<file path="config.mk">
export PLATFORM = sky130hd
export DESIGN_NAME = munoc_ahb_sram_slave_adapter
export DESIGN_NICKNAME = d
export VERILOG_FILES = /design/src/rtl/munoc_ahb_sram_slave_adapter.sv
export SDC_FILE = /design/constraint.sdc
export NUM_CORES = 1
export LEC_CHECK = 0
export ABC_AREA = 1
export BUFFER_PORTS_ARGS = -buffer_cell sky130_fd_sc_hd__clkbuf_2
export CORE_UTILIZATION = 51
export CTS_BUF_LIST = sky130_fd_sc_hd__clkbuf_8
export DETAILED_ROUTE_END_ITERATION = 6
export PLACE_DENSITY = 0.87
export SYNTH_ARGS = -nofsm -noshare
export SYNTH_HDL_FRONTEND = slang
export SYNTH_SLANG_ARGS = --single-unit
</file>
<file path="constraint.sdc">
create_clock -name clk -period 2.7 [get_ports clk]
set_input_delay 0 -clock clk [delete_from_list [all_inputs] [get_ports clk]]
set_output_delay 0 -clock clk [all_outputs]
set_load 0.01 [all_outputs]
</file>
<file path="src/rtl/munoc_ahb_sram_slave_adapter.sv">
// AHB-Lite slave front end for a single-port synchronous SRAM with one-cycle read latency.
// Writes pass through a one-entry buffer; illegal accesses get the two-cycle ERROR response.
module munoc_ahb_sram_slave_adapter #(
   parameter int unsigned                  BW_PLATFORM_ADDR = 32,
   parameter int unsigned                  BW_NODE_DATA     = 32,
   parameter logic [BW_PLATFORM_ADDR-1:0]  BASE_ADDR        = '0,
   parameter int unsigned                  MEM_DEPTH        = 1024,
   parameter int unsigned                  BW_MEM_ADDR      = 10
) (
   input  logic                          clk,
   input  logic                          rstnn,
   input  logic                          shsel,
   input  logic [BW_PLATFORM_ADDR-1:0]   shaddr,
   input  logic [2:0]                    shburst,
   input  logic                          shmasterlock,
   input  logic [3:0]                    shprot,
   input  logic [2:0]                    shsize,
   input  logic [1:0]                    shtrans,
   input  logic                          shwrite,
   input  logic [BW_NODE_DATA-1:0]       shwdata,
   input  logic                          shready,
   output logic                          shreadyout,
   output logic                          shresp,
   output logic [BW_NODE_DATA-1:0]       shrdata,
   output logic                          sram_cs,
   output logic                          sram_we,
   output logic [BW_MEM_ADDR-1:0]        sram_addr,
   output logic [BW_NODE_DATA/8-1:0]     sram_wben,
   output logic [BW_NODE_DATA-1:0]       sram_wdata,
   input  logic [BW_NODE_DATA-1:0]       sram_rdata
);

   localparam int unsigned NB         = BW_NODE_DATA / 8;
   localparam int unsigned BYTE_SHIFT = $clog2(NB);

   typedef enum logic [2:0] {
      ST_IDLE,
      ST_WDATA,
      ST_RD_WAITWB,
      ST_RD_ISSUE,
      ST_RD_DATA,
      ST_ERR1,
      ST_ERR2
   } state_t;

   state_t                        state;
   state_t                        next_state;

   logic [BW_MEM_ADDR-1:0]        ph_index;
   logic [NB-1:0]                 ph_mask;
   logic [BW_NODE_DATA-1:0]       rdata_hold;

   logic [BW_PLATFORM_ADDR-1:0]   offset;
   logic [BW_PLATFORM_ADDR-1:0]   word_index;
   logic [BYTE_SHIFT-1:0]         lane_base;
   logic [NB-1:0]                 lane_mask;
   logic                          misaligned;
   logic                          access_ok;
   logic                          in_accept_state;
   logic                          accept;
   logic                          wb_load;
   logic [BW_MEM_ADDR-1:0]        read_index;
   logic [BW_NODE_DATA-1:0]       masked_wdata;
   logic                          ready_c;
   logic                          resp_c;

   logic                          unused_inputs;
   assign unused_inputs = ^{shburst, shmasterlock, shprot};

   // Address-phase decode: word index, byte lanes and the legality verdict.
   always_comb begin
      offset     = shaddr - BASE_ADDR;
      word_index = offset >> BYTE_SHIFT;
      lane_base  = shaddr[BYTE_SHIFT-1:0];
      misaligned = 1'b0;
      for (int i = 0; i < int'(BYTE_SHIFT); i++) begin
         if ((i < int'(shsize)) && lane_base[i]) begin
            misaligned = 1'b1;
         end
      end
      lane_mask = '0;
      for (int b = 0; b < int'(NB); b++) begin
         if ((b >= int'(lane_base)) && (b < int'(lane_base) + (1 << shsize))) begin
            lane_mask[b] = 1'b1;
         end
      end
      access_ok = (int'(shsize) <= int'(BYTE_SHIFT)) && !misaligned &&
                  (shaddr >= BASE_ADDR) &&
                  (word_index < BW_PLATFORM_ADDR'(MEM_DEPTH));
   end

   assign in_accept_state = (state == ST_IDLE) || (state == ST_WDATA) ||
                            (state == ST_RD_DATA) || (state == ST_ERR2);
   assign accept  = in_accept_state && shsel && shready && shtrans[1];
   assign wb_load = (state == ST_WDATA);

   // A read leaving RD_WAITWB uses the captured index; otherwise it issues straight from the bus.
   assign read_index = (state == ST_RD_WAITWB) ? ph_index : word_index[BW_MEM_ADDR-1:0];

   always_comb begin
      masked_wdata = '0;
      for (int b = 0; b < int'(NB); b++) begin
         if (ph_mask[b]) begin
            masked_wdata[8*b +: 8] = shwdata[8*b +: 8];
         end
      end
   end

   always_comb begin
      next_state = state;
      ready_c    = 1'b1;
      resp_c     = 1'b0;
      case (state)
         ST_IDLE, ST_WDATA, ST_RD_DATA, ST_ERR2: begin
            resp_c     = (state == ST_ERR2);
            next_state = ST_IDLE;
            if (accept) begin
               if (!access_ok) begin
                  next_state = ST_ERR1;
               end else if (shwrite) begin
                  next_state = ST_WDATA;
               end else if (wb_load) begin
                  next_state = ST_RD_WAITWB;
               end else begin
                  next_state = ST_RD_ISSUE;
               end
            end
         end
         ST_RD_WAITWB: begin
            ready_c    = 1'b0;
            next_state = ST_RD_ISSUE;
         end
         ST_RD_ISSUE: begin
            ready_c    = 1'b0;
            next_state = ST_RD_DATA;
         end
         ST_ERR1: begin
            ready_c    = 1'b0;
            resp_c     = 1'b1;
            next_state = ST_ERR2;
         end
         default: begin
            next_state = ST_IDLE;
         end
      endcase
   end

   assign shreadyout = rstnn ? 1'b1 : ready_c;
   assign shresp     = rstnn ? 1'b0 : resp_c;
   assign shrdata    = rstnn ? '0 : ((state == ST_RD_DATA) ? sram_rdata : rdata_hold);

   always_ff @(posedge clk) begin
      if (rstnn) begin
         state      <= ST_IDLE;
         ph_index   <= '0;
         ph_mask    <= '0;
         rdata_hold <= '0;
      end else begin
         state <= next_state;
         if (accept) begin
            ph_index <= word_index[BW_MEM_ADDR-1:0];
            ph_mask  <= lane_mask;
         end
         if (state == ST_RD_DATA) begin
            rdata_hold <= sram_rdata;
         end
      end
   end

   // The SRAM port registers double as the write buffer: loading them is the commit of the
   // next cycle, and a read can only be issued in a cycle that carries no commit.
   always_ff @(posedge clk) begin
      if (rstnn) begin
         sram_cs    <= 1'b0;
         sram_we    <= 1'b0;
         sram_addr  <= '0;
         sram_wben  <= '0;
         sram_wdata <= '0;
      end else begin
         sram_cs <= 1'b0;
         sram_we <= 1'b0;
         if (wb_load) begin
            sram_cs    <= 1'b1;
            sram_we    <= 1'b1;
            sram_addr  <= ph_index;
            sram_wben  <= ph_mask;
            sram_wdata <= masked_wdata;
         end else if (next_state == ST_RD_ISSUE) begin
            sram_cs   <= 1'b1;
            sram_addr <= read_index;
            sram_wben <= '0;
         end
      end
   end

endmodule

</file>
==> metrics, run 1 <==
I/O pins 196; Mapped Nets 656; initial antenna violation count 0; post-synthesis compound-gate area fraction 0.1594; via density per instance 5.172; stages on the worst setup path 6; ordered list of cells on the worst path nor2_1 > nand2_1 > inv_1 > nor2_1 > nor2_1 > clkbuf_2; logic depth of the worst register-to-register path 11; pin count of the biggest net entering global routing 46; Tot GR Track Use 0.3109; number of global-route vias before repair 4365; placed instance count 795; number of distinct library cell variants in the gate-level netlist after synthesis 29; fin nets 901; Cell Rows 31; clock-pin transition on the worst setup and hold timing paths 0.10 ns; DRC violations left 0; slew margin rel. 0.3379; setup slack of the worst register-to-register path 0.83 ns; total of endpoints with negative setup slack in the final report 0; clock tree from TritonCTS done; RSZ-0062 raised after global routing false; worst clock skew 0.008971 ns; sort of element at the end of the critical path output pin; crit-path max cell delay 0.71 ns; result of the run completed; top post-synthesis cells by area sky130_fd_sc_hd__dfxtp_1 (49%), sky130_fd_sc_hd__nor2_1 (9.1%), sky130_fd_sc_hd__a21oi_1 (7.5%); Antenna Cells 0; maximum clock frequency 450.1 MHz; total power density per cell area 479.4 nW/µm²; final count of hold timing violations 0; Warnings, synthesis 0; max-cap viol count 0; gp weighted congestion 0.7710; sum of net half-perimeters after detailed placement 7050 µm; global-route wire length before repair 20490 µm; Buffers on Ports 186; average wire length per cell after detail routing 14.49 µm; part of the Yosys area used for sequential elements 0.4861; number of iterations in the first detailed-routing pass 5; total cell area at the placement stage 4936 µm²; worst-path cell with the longest stage delay sky130_fd_sc_hd__inv_1; most frequent CP cell sky130_fd_sc_hd__nor2_1; final period utilization 0.8228; Clk network pwr share 0.340; Layout Cell Area excl Fill 5909 µm²; count of clock tree sinks 97; area growth from synthesis to layout 47.92%; detailed-route wire length 12870 µm; family of cells with the greatest summed delay on the critical path buffers and inverters; Root Driver sky130_fd_sc_hd__clkbuf_8; count of non-filler cells in the finished layout 888; max-slew violation total from the final report 0; share of layout cells above drive strength 1 0.2902; Adder-Cell Fraction of Synth Area 0.01127; main combinational cell family by area after synthesis simple AND/OR/NAND/NOR gates; Crit path arrival time 2.22 ns; DR vias 4593; buffers and inverters on the worst path 2; startpoint types register; layout filler cell count 456; post-synthesis share of cell area spent on and, or, nand and nor gates 0.2599; destination of the worst register-to-register timing path sram_addr[4]; number of synthesized register bits 97; average size of a mapped cell 7.412 µm²; number of DRC markers in iteration 0 260; post-synthesis share of cell area spent on xor and xnor gates 0.002192; mux contribution to synthesized area 0; switching power 0.0007370 W; Setup CP Type register to output pin; final antenna-violating net count 0; setup_tns 0 ns; residual overflow from global routing 0; Skew-Pair Late Insertion Delay 0.34 ns; critical hold path startpoint shwrite; number of buffers added by the clock tree synthesis step 9; starting density of the core 0.5393; post-CTS repair timing setup buffer count 0; Synth top area share 0.4861; internal cell power 0.002096 W; Worst Hold Class input pin to register; depth of the CTS H-tree 3; Synth Cell Area 3995 µm²; critical path required time 2.70 ns; time the worst path needs with I/O delays and setup 2.222 ns; Hold Path Cell Cnt 4; Leak 2.754 nW; combinational group share of total power 0.135; switch share 0.2602; largest area contributor in the synthesized netlist sky130_fd_sc_hd__dfxtp_1; CTS resizes 0; floorplan die height 90.51 µm; worst-path maximum fanout 32; Crit Reg-Reg Startpoint state[2]; die extent in x 90.51 µm; transition time at the pin with the least slew margin 0.9921 ns; Hold Crit Endpoint state[1]; portion of total power attributed to sequential cells 0.526; largest buffer count on any clock path 2; worst vdd ir 0.0004211 V; die area 8191 µm²; area of the core region 7408 µm²; synthesized netlist cell count 539
==> layer usage <==
layer / wire length (µm) / global-route usage
met1: 5037 / 0.3549
met5: 0 / 0
met4: 448 / 0.1425
met2: 6279 / 0.5461
met3: 1099 / 0.07407
==> state kept, by name, summed over array words and instances (netlist names) <==
signal / flops
sram_wdata: 32
rdata_hold: 32
sram_wben: 4
sram_we: 1
sram_cs: 1
ph_index: 10
state: 3
ph_mask: 4
sram_addr: 10
==> placed cells by master (no fill, tap or decap), types with 3 or more instances in the layout <==
cell type                       instances
sky130_fd_sc_hd__nand2_1               78
sky130_fd_sc_hd__a21oi_1               60
sky130_fd_sc_hd__clkbuf_8               9
sky130_fd_sc_hd__nand3_2               10
sky130_fd_sc_hd__o21ai_0               57
sky130_fd_sc_hd__clkinvlp_4             3
sky130_fd_sc_hd__buf_4                  7
sky130_fd_sc_hd__nand3_1               43
sky130_fd_sc_hd__a21oi_2                4
sky130_fd_sc_hd__inv_1                 38
sky130_fd_sc_hd__clkbuf_2             186
sky130_fd_sc_hd__dfxtp_1               97
sky130_fd_sc_hd__dlygate4sd3_1         77
sky130_fd_sc_hd__nor2_1                96
==> logic make-up (layout without fill, tap and decap cells) <==
family | Yosys count | after routing
xor gates and xnor gates | 1 | 1
AOI/OAI and AO/OA | 123 | 123
adders and majority gates | 3 | 3
and+or+nand+nor | 239 | 239
buffers and inverters | 76 | 326
DFF | 97 | 97
==> worst min-delay path: stages <==
cell and delay, ns:
sky130_fd_sc_hd__clkbuf_2 0.09, sky130_fd_sc_hd__inv_1 0.04, sky130_fd_sc_hd__nand3_1 0.13, sky130_fd_sc_hd__a311oi_1 0.12
==> synth_stat cells <==
master and instances:
sky130_fd_sc_hd__a21oi_2 4, sky130_fd_sc_hd__nand4_1 1, sky130_fd_sc_hd__buf_6 3, sky130_fd_sc_hd__nor3_1 2
sky130_fd_sc_hd__xor2_1 1, sky130_fd_sc_hd__ha_1 2, sky130_fd_sc_hd__nand2_1 78, sky130_fd_sc_hd__and2_0 1
sky130_fd_sc_hd__o211ai_1 1, sky130_fd_sc_hd__inv_2 1, sky130_fd_sc_hd__nor2_1 97, sky130_fd_sc_hd__a311oi_1 1
sky130_fd_sc_hd__buf_4 3, sky130_fd_sc_hd__nor2_2 1, sky130_fd_sc_hd__buf_2 4, sky130_fd_sc_hd__clkinv_1 1
sky130_fd_sc_hd__fa_1 1, sky130_fd_sc_hd__nor4_1 1, sky130_fd_sc_hd__nand2_2 2, sky130_fd_sc_hd__a21oi_1 60
sky130_fd_sc_hd__clkbuf_1 21, sky130_fd_sc_hd__or2_1 2, sky130_fd_sc_hd__nand3_1 44, sky130_fd_sc_hd__buf_1 5
sky130_fd_sc_hd__dfxtp_1 97, sky130_fd_sc_hd__nand3_2 9, sky130_fd_sc_hd__nand2_4 1, sky130_fd_sc_hd__inv_1 38
sky130_fd_sc_hd__o21ai_0 57
==> worst max-delay path by stage <==
stage | startpoint | to | slack, ns
6_report | state[0] | shrdata[12] | 0.48
5_1_grt | state[0] | shrdata[17] | 0.36
4_1_cts | state[0] | shrdata[16] | 0.59
3_5_place_dp | shsize[2] | ph_mask[2] | 0.83
3_3_place_gp | shsize[2] | ph_mask[2] | 0.91
2_1_floorplan | shsize[1] | ph_mask[2] | 1.19
==> what timing repair did <==
action                                 4_1_cts  5_1_grt
setup endpoints to repair                    0        0
hold buffers                                76        1
endpoints found under the hold margin       76        1
==> final cells by class <==
| type | instances | area (µm²) | share of cell area |
|---|---|---|---|
| Sequential cell | 97 | 1942 | 0.3286 |
| Timing Repair Buffer | 270 | 1754 | 0.2968 |
| Multi-Input combinational cell | 366 | 1737 | 0.2939 |
| Inverter | 40 | 150.1 | 0.02541 |
| Clock buffer | 9 | 123.9 | 0.02096 |
| Tap cell | 99 | 123.9 | 0.02096 |
| Clock inverter | 7 | 78.83 | 0.01334 |
==> metrics by stage <==
stage | worst slack (ns) | util | total power, W | hold slack [ns]
2_1_floorplan | 1.194 | - | 0.001665 | 0.1432
3_3_place_gp | 0.9130 | 0.6663 | 0.001785 | 0.2396
3_5_place_dp | 0.8269 | 0.6663 | 0.001795 | 0.2450
4_1_cts | 0.5903 | 0.7963 | 0.002819 | 0.002964
5_1_grt | 0.3603 | 0.7977 | 0.002959 | 0.07577
6_report | 0.4784 | 0.7977 | 0.002833 | 0.08082
==> power by group through the flow <==
| stage | Clock [W] | Combinational, W | Sequential, W |
|---|---|---|---|
| CTS | 0.000971 | 0.000361 | 0.00149 |
| finish | 0.000962 | 0.000382 | 0.00149 |
| detailed placement | 0 | 0.000274 | 0.00152 |
| global route | 0.00105 | 0.000417 | 0.00149 |
| floorplan | 0 | 0.000151 | 0.00151 |
| global placement | 0 | 0.000267 | 0.00152 |
Power figures use the tool's default switching activity.
==> run 2: changes to the inputs <==
--- a/config.mk
+++ b/config.mk
@@ -5,12 +5,12 @@
 export SDC_FILE = /design/constraint.sdc
 export NUM_CORES = 1
 export LEC_CHECK = 0
-export ABC_AREA = 1
+export ABC_AREA = 0
 export BUFFER_PORTS_ARGS = -buffer_cell sky130_fd_sc_hd__clkbuf_2
-export CORE_UTILIZATION = 51
+export CORE_UTILIZATION = 47
 export CTS_BUF_LIST = sky130_fd_sc_hd__clkbuf_8
 export DETAILED_ROUTE_END_ITERATION = 6
-export PLACE_DENSITY = 0.87
+export PLACE_DENSITY = 0.82
 export SYNTH_ARGS = -nofsm -noshare
 export SYNTH_HDL_FRONTEND = slang
 export SYNTH_SLANG_ARGS = --single-unit
==> constraint.sdc (replaced) <==
create_clock -name clk -period 2.11 [get_ports clk]
set_input_delay 0 -clock clk [delete_from_list [all_inputs] [get_ports clk]]
set_output_delay 0 -clock clk [all_outputs]
set_load 0.01 [all_outputs]
==> run 2 against run 1 <==
Against the previous run: critical path depth is the same; combinational power is 13% higher; non-clock buffer count up 3; critical endpoint is now shrdata[8]; largest power group unchanged; register-to-register slack worse by 0.54 ns; wire length down 7.7%; synthesized cell count shrank 11%; cell count is 6.4% lower; sequential power up 27%.
==> metrics, run 2 <==
area growth from synthesis to layout 48.83%; critical path required time 2.11 ns; total power draw 0.003474 W; slew margin rel. 0.3808; initial antenna violation count 0; max-cap viol count 0; number of flops mapped to enable cells by yosys 0; area of the core region 8175 µm²; total cell area at the placement stage 4925 µm²; gp weighted congestion 0.7920; RSZ-0062 raised after global routing false; starting density of the core 0.4821; transition time at the pin with the least slew margin 0.9287 ns; clock tree from TritonCTS done; sum of net half-perimeters after detailed placement 7079 µm; startpoint types register; global-route wire length before repair 19040 µm; final count of hold timing violations 0; worst vdd ir 0.0003821 V; DR vias 4373; floorplan die height 93.58 µm; via density per instance 5.262; most instantiated cells after synthesis sky130_fd_sc_hd__nand2_1 (126), sky130_fd_sc_hd__dfxtp_1 (97), sky130_fd_sc_hd__a21oi_1 (79); top-count cell post-synth sky130_fd_sc_hd__nand2_1; average size of a mapped cell 8.245 µm²; placed instance count 741; sort of element at the end of the critical path output pin; Cell Rows 33; max-slew violation total from the final report 0; Synth top area share 0.4927; Setup CP Type register to output pin; final period utilization 0.9107; detailed-route wire length 11870 µm; time the worst path needs with I/O delays and setup 1.922 ns; share of layout cells above drive strength 1 0.3320; total power density per cell area 592.3 nW/µm²; number of iterations in the first detailed-routing pass 5; Buffers on Ports 186; Synth Flop Type sky130_fd_sc_hd__dfxtp_1; post-CTS repair timing setup buffer count 0; average wire length per cell after detail routing 14.29 µm; count of clock tree sinks 97; number of distinct library cell variants in the gate-level netlist after synthesis 48; I/O pins 196; Tot GR Track Use 0.2767; result of the run completed; clock-pin transition on the worst setup and hold timing paths 0.09 ns; number of DRC markers in iteration 0 184; Warnings, synthesis 0; largest registers rdata_hold x32, sram_wdata x32; share of synthesized flip-flops with an asynchronous set or reset 0; pin count of the biggest net entering global routing 89; worst-path maximum fanout 32; number of buffers added by the clock tree synthesis step 9; Mapped Nets 595; number of global-route vias before repair 4282; synthesized netlist cell count 478; layout filler cell count 592; part of the Yosys area used for sequential elements 0.4927; total of endpoints with negative setup slack in the final report 0; worst clock skew 0.01175 ns; Leak 2.438 nW; die area 8756 µm²; number of synthesized register bits 97; largest buffer count on any clock path 2; Synth Cell Area 3941 µm²; commonest cells after routing, fill and taps aside sky130_fd_sc_hd__clkbuf_2 (185), sky130_fd_sc_hd__nand2_1 (126), sky130_fd_sc_hd__dfxtp_1 (96); DRC violations left 0; Worst Hold Class input pin to register; Root Driver sky130_fd_sc_hd__clkbuf_8; residual overflow from global routing 0; largest area contributor in the synthesized netlist sky130_fd_sc_hd__dfxtp_1; hold slack 0.05299 ns; setup_tns 0 ns; count of non-filler cells in the finished layout 831; top post-synthesis cells by area sky130_fd_sc_hd__dfxtp_1 (49%), sky130_fd_sc_hd__nand2_1 (12%), sky130_fd_sc_hd__a21oi_1 (10%); Antenna Cells 0; die extent in x 93.58 µm; Layout Cell Area excl Fill 5866 µm²; Skew-Pair Late Insertion Delay 0.35 ns; final antenna-violating net count 0; maximum clock frequency 520.4 MHz; Crit path arrival time 1.92 ns; leading cell type in the layout, fill and taps excluded sky130_fd_sc_hd__clkbuf_2; fin nets 839; depth of the CTS H-tree 3
-- run 2: cell types whose count changed in the layout (fill, tap and decap cells not counted), sizes merged, moves of 5 or more --
cell and delta:
a21oi +16, inv -35, o21ai -45, nand3 -21, nor2 -78, nor3 +5
nand3b +6, nand2 +45, a211oi +13, a31oi +10, buf +6
-- run 2: where the power goes --
part           total [W]  leakage (nW)  internal [W]  switching [W]
Clock            0.00115        0.0885      0.000536       0.000617
Sequential       0.00189         0.785       0.00186      0.0000243
Combinational   0.000433          1.57      0.000230       0.000203
-- run 2: worst paths after layout --
check	from	end	slack (ns)	cells after the start
worst max register to register	state[2]	ph_mask[0]	0.29	5
worst min-delay path	shaddr[0]	ph_mask[0]	0.05	3
worst max-delay path	state[2]	shrdata[8]	0.19	6
worst min register to register	sram_wdata[3]	sram_wdata[3]	0.46	2
-- run 2: area by class of cell --
type	instances	area (µm²)	share of cell area
timing repair buffer	273	1790	0.3052
clock inverter	6	61.31	0.01045
tap	105	131.4	0.02240
multi-input combinational	337	1800	0.3070
inverter	4	15.01	0.002560
sequential	97	1943	0.3313
clock buffer	9	123.9	0.02112
-- run 2: routing by layer --
layer	part of all wire	track usage
met5	0	0
met3	0.072	0.07236
met1	0.40	0.3118
met2	0.49	0.4657
met4	0.039	0.1705
-- run 2: critical path, cell delays in order (launching register included) --
cell                       delay (ns)
sky130_fd_sc_hd__dfxtp_1         0.44
sky130_fd_sc_hd__buf_4           0.20
sky130_fd_sc_hd__nor3b_4         0.19
sky130_fd_sc_hd__buf_6           0.26
sky130_fd_sc_hd__nand2_1         0.11
sky130_fd_sc_hd__a21oi_1         0.20
sky130_fd_sc_hd__clkbuf_2        0.18
-- run 2: stage by stage --
step / util / setup slack (ns)
final: 0.7175 / 0.1884
after detailed placement: 0.6024 / -0.1489
after CTS: 0.7169 / 0.1381
after global placement: 0.6024 / 0.1210
after global routing: 0.7175 / 0.006930
after floorplan: - / 0.3929
-- run 2: timing repair --
action,in CTS,in global routing
setup endpoints to repair,0,12
hold buffers,75,0
resized for setup,0,2
hold endpoints to repair,76,0
-- run 2: logic make-up after synthesis --
| kind of cell | count (synthesis) | share of synthesized area |
|---|---|---|
| and+or+nand+nor | 205 | 0.2343 |
| AOI/OAI and AO/OA | 127 | 0.2048 |
| DFF | 97 | 0.4927 |
| buffers and inverters | 44 | 0.05206 |
| adders and majority gates | 3 | 0.01143 |
| xor gates and xnor gates | 1 | 0.002223 |
| muxes | 1 | 0.002540 |
==> run 3: changes to the inputs <==
--- a/config.mk
+++ b/config.mk
@@ -11,6 +11,7 @@
 export CTS_BUF_LIST = sky130_fd_sc_hd__clkbuf_8
 export DETAILED_ROUTE_END_ITERATION = 6
 export PLACE_DENSITY = 0.82
+export REMOVE_ABC_BUFFERS = 1
 export SYNTH_ARGS = -nofsm -noshare
 export SYNTH_HDL_FRONTEND = slang
 export SYNTH_SLANG_ARGS = --single-unit
==> run 3 against run 2 <==
Against the previous run: register-to-register slack better by 0.04 ns; clock power grew 15%; wire length rose by 2.3%; clock-buffer cell count unchanged; clock skew up 0.00087 ns; cell count increased by 0.12%; largest cell class unchanged; sequential power barely moved; setup slack better by 0.0016 ns; global-route usage down 0.66 points; die area is the same; via count shrank 0.11%; worst hold slack got worse by 0.018 ns; critical endpoint is now shrdata[11].
==> metrics, run 3 (synthesis gave the netlist of run 2 again) <==
starting density of the core 0.4821; Tot GR Track Use 0.2702; die area 8756 µm²; DR vias 4368; worst clock skew 0.01262 ns; depth of the CTS H-tree 3; largest buffer count on any clock path 2; number of global-route vias before repair 4103; leading cell type in the layout, fill and taps excluded sky130_fd_sc_hd__clkbuf_2; final period utilization 0.9100; slew margin rel. 0.4187; Cell Rows 33; residual overflow from global routing 0; I/O pins 196; total cell area at the placement stage 4925 µm²; area growth from synthesis to layout 49.81%; sum of net half-perimeters after detailed placement 7334 µm; pre-CTS setup slack 0.03387 ns; Antenna Cells 0; critical path required time 2.11 ns; area of the core region 8175 µm²; via density per instance 5.250; Worst Hold Class input pin to register; maximum clock frequency 520.8 MHz; initial antenna violation count 0; RSZ-0062 raised after global routing false; Buffers on Ports 186; Root Driver sky130_fd_sc_hd__clkbuf_8; post-CTS repair timing setup buffer count 0; detailed-route wire length 12140 µm; pin count of the biggest net entering global routing 86; commonest cells after routing, fill and taps aside sky130_fd_sc_hd__clkbuf_2 (185), sky130_fd_sc_hd__nand2_1 (126), sky130_fd_sc_hd__dfxtp_1 (96); floorplan die height 93.58 µm; worst-path maximum fanout 32; startpoint types register; max-cap viol count 0; Skew-Pair Late Insertion Delay 0.36 ns; Layout Cell Area excl Fill 5904 µm²; global-route wire length before repair 18660 µm; count of clock tree sinks 97; largest registers rdata_hold x32, sram_wdata x32; fin nets 839; clock tree from TritonCTS done; number of DRC markers in iteration 0 181; clock-pin transition on the worst setup and hold timing paths 0.09 ns; transition time at the pin with the least slew margin 0.8719 ns; die extent in x 93.58 µm; total of endpoints with negative setup slack in the final report 0; final antenna-violating net count 0; Crit path arrival time 1.92 ns; share of layout cells above drive strength 1 0.3343; worst vdd ir 0.0003070 V; DRC violations left 0; gp weighted congestion 0.7647; result of the run completed; setup slack of the critical path after layout 0.1899 ns; Leak 2.460 nW; time the worst path needs with I/O delays and setup 1.920 ns; average wire length per cell after detail routing 14.59 µm; sort of element at the end of the critical path output pin; total power density per cell area 616.8 nW/µm²; final count of hold timing violations 0; max-slew violation total from the final report 0; number of iterations in the first detailed-routing pass 5; Setup CP Type register to output pin; number of buffers added by the clock tree synthesis step 9
[run 3: cell count changes in the layout (fill, tap and decap cells not counted), sizes merged]
cell      delta
bufinv       +1
clkinv       +1
clkinvlp     -2
inv          +1
[run 3: metal layers]
layer  routed length (µm)  up-vias  GRT usage
li1                     -     2127          -
met1                 4825     2010     0.3108
met2                 5985      191     0.4718
met3                  897       40    0.05285
met4                  434        0     0.1423
met5                    0        -          0
[run 3: stage by stage]
| stage | TNS (ns) | util | hold WS (ns) | power (W) | std cells |
|---|---|---|---|---|---|
| finish | 0 | 0.7222 | 0.03531 | 0.003642 | 832 |
| global route | 0 | 0.7222 | 0.02617 | 0.003782 | 832 |
| CTS | 0 | 0.7208 | 0.008155 | 0.003662 | 832 |
| detailed placement | 0 | 0.6024 | 0.2454 | 0.002245 | 741 |
| global placement | 0 | 0.6024 | 0.2395 | 0.002233 | 741 |
| floorplan | -2.551 | - | 0.04961 | 0.002042 | 438 |
[run 3: worst paths after layout]
check,from,to,slack (ns),cells after the start
min,shaddr[0],ph_mask[0],0.04,3
max reg2reg,state[2],ph_mask[0],0.33,5
min reg2reg,sram_wdata[13],sram_wdata[13],0.46,2
max,state[2],shrdata[11],0.19,6
[run 3: final cells by class]
class | instances | area [µm²]
clock inverter | 7 | 93.84
clock buffer | 9 | 123.9
fill | 573 | 2271
inverter | 4 | 15.01
tap | 105 | 131.4
sequential | 97 | 1943
timing repair buffer | 273 | 1790
multi-input combinational | 337 | 1807
[run 3: repair_timing]
action | CTS | global route
hold buffers | 75 | 0
endpoints found under the setup margin | 0 | 8
resized for setup | 0 | 4
hold endpoints to repair | 81 | 0
[run 3: power by group]
group	internal [W]	switching (W)	leakage, nW
clock network	0.000668	0.000649	0.111
registers	0.00186	0.0000242	0.785
logic	0.000232	0.000205	1.56
[run 3: critical path, stage by stage (launching register included)]
cell and delay, ns:
sky130_fd_sc_hd__dfxtp_1 0.42, sky130_fd_sc_hd__buf_4 0.20, sky130_fd_sc_hd__nor3b_4 0.19, sky130_fd_sc_hd__buf_6 0.26
sky130_fd_sc_hd__nand2_1 0.10, sky130_fd_sc_hd__a21oi_1 0.21, sky130_fd_sc_hd__clkbuf_2 0.18
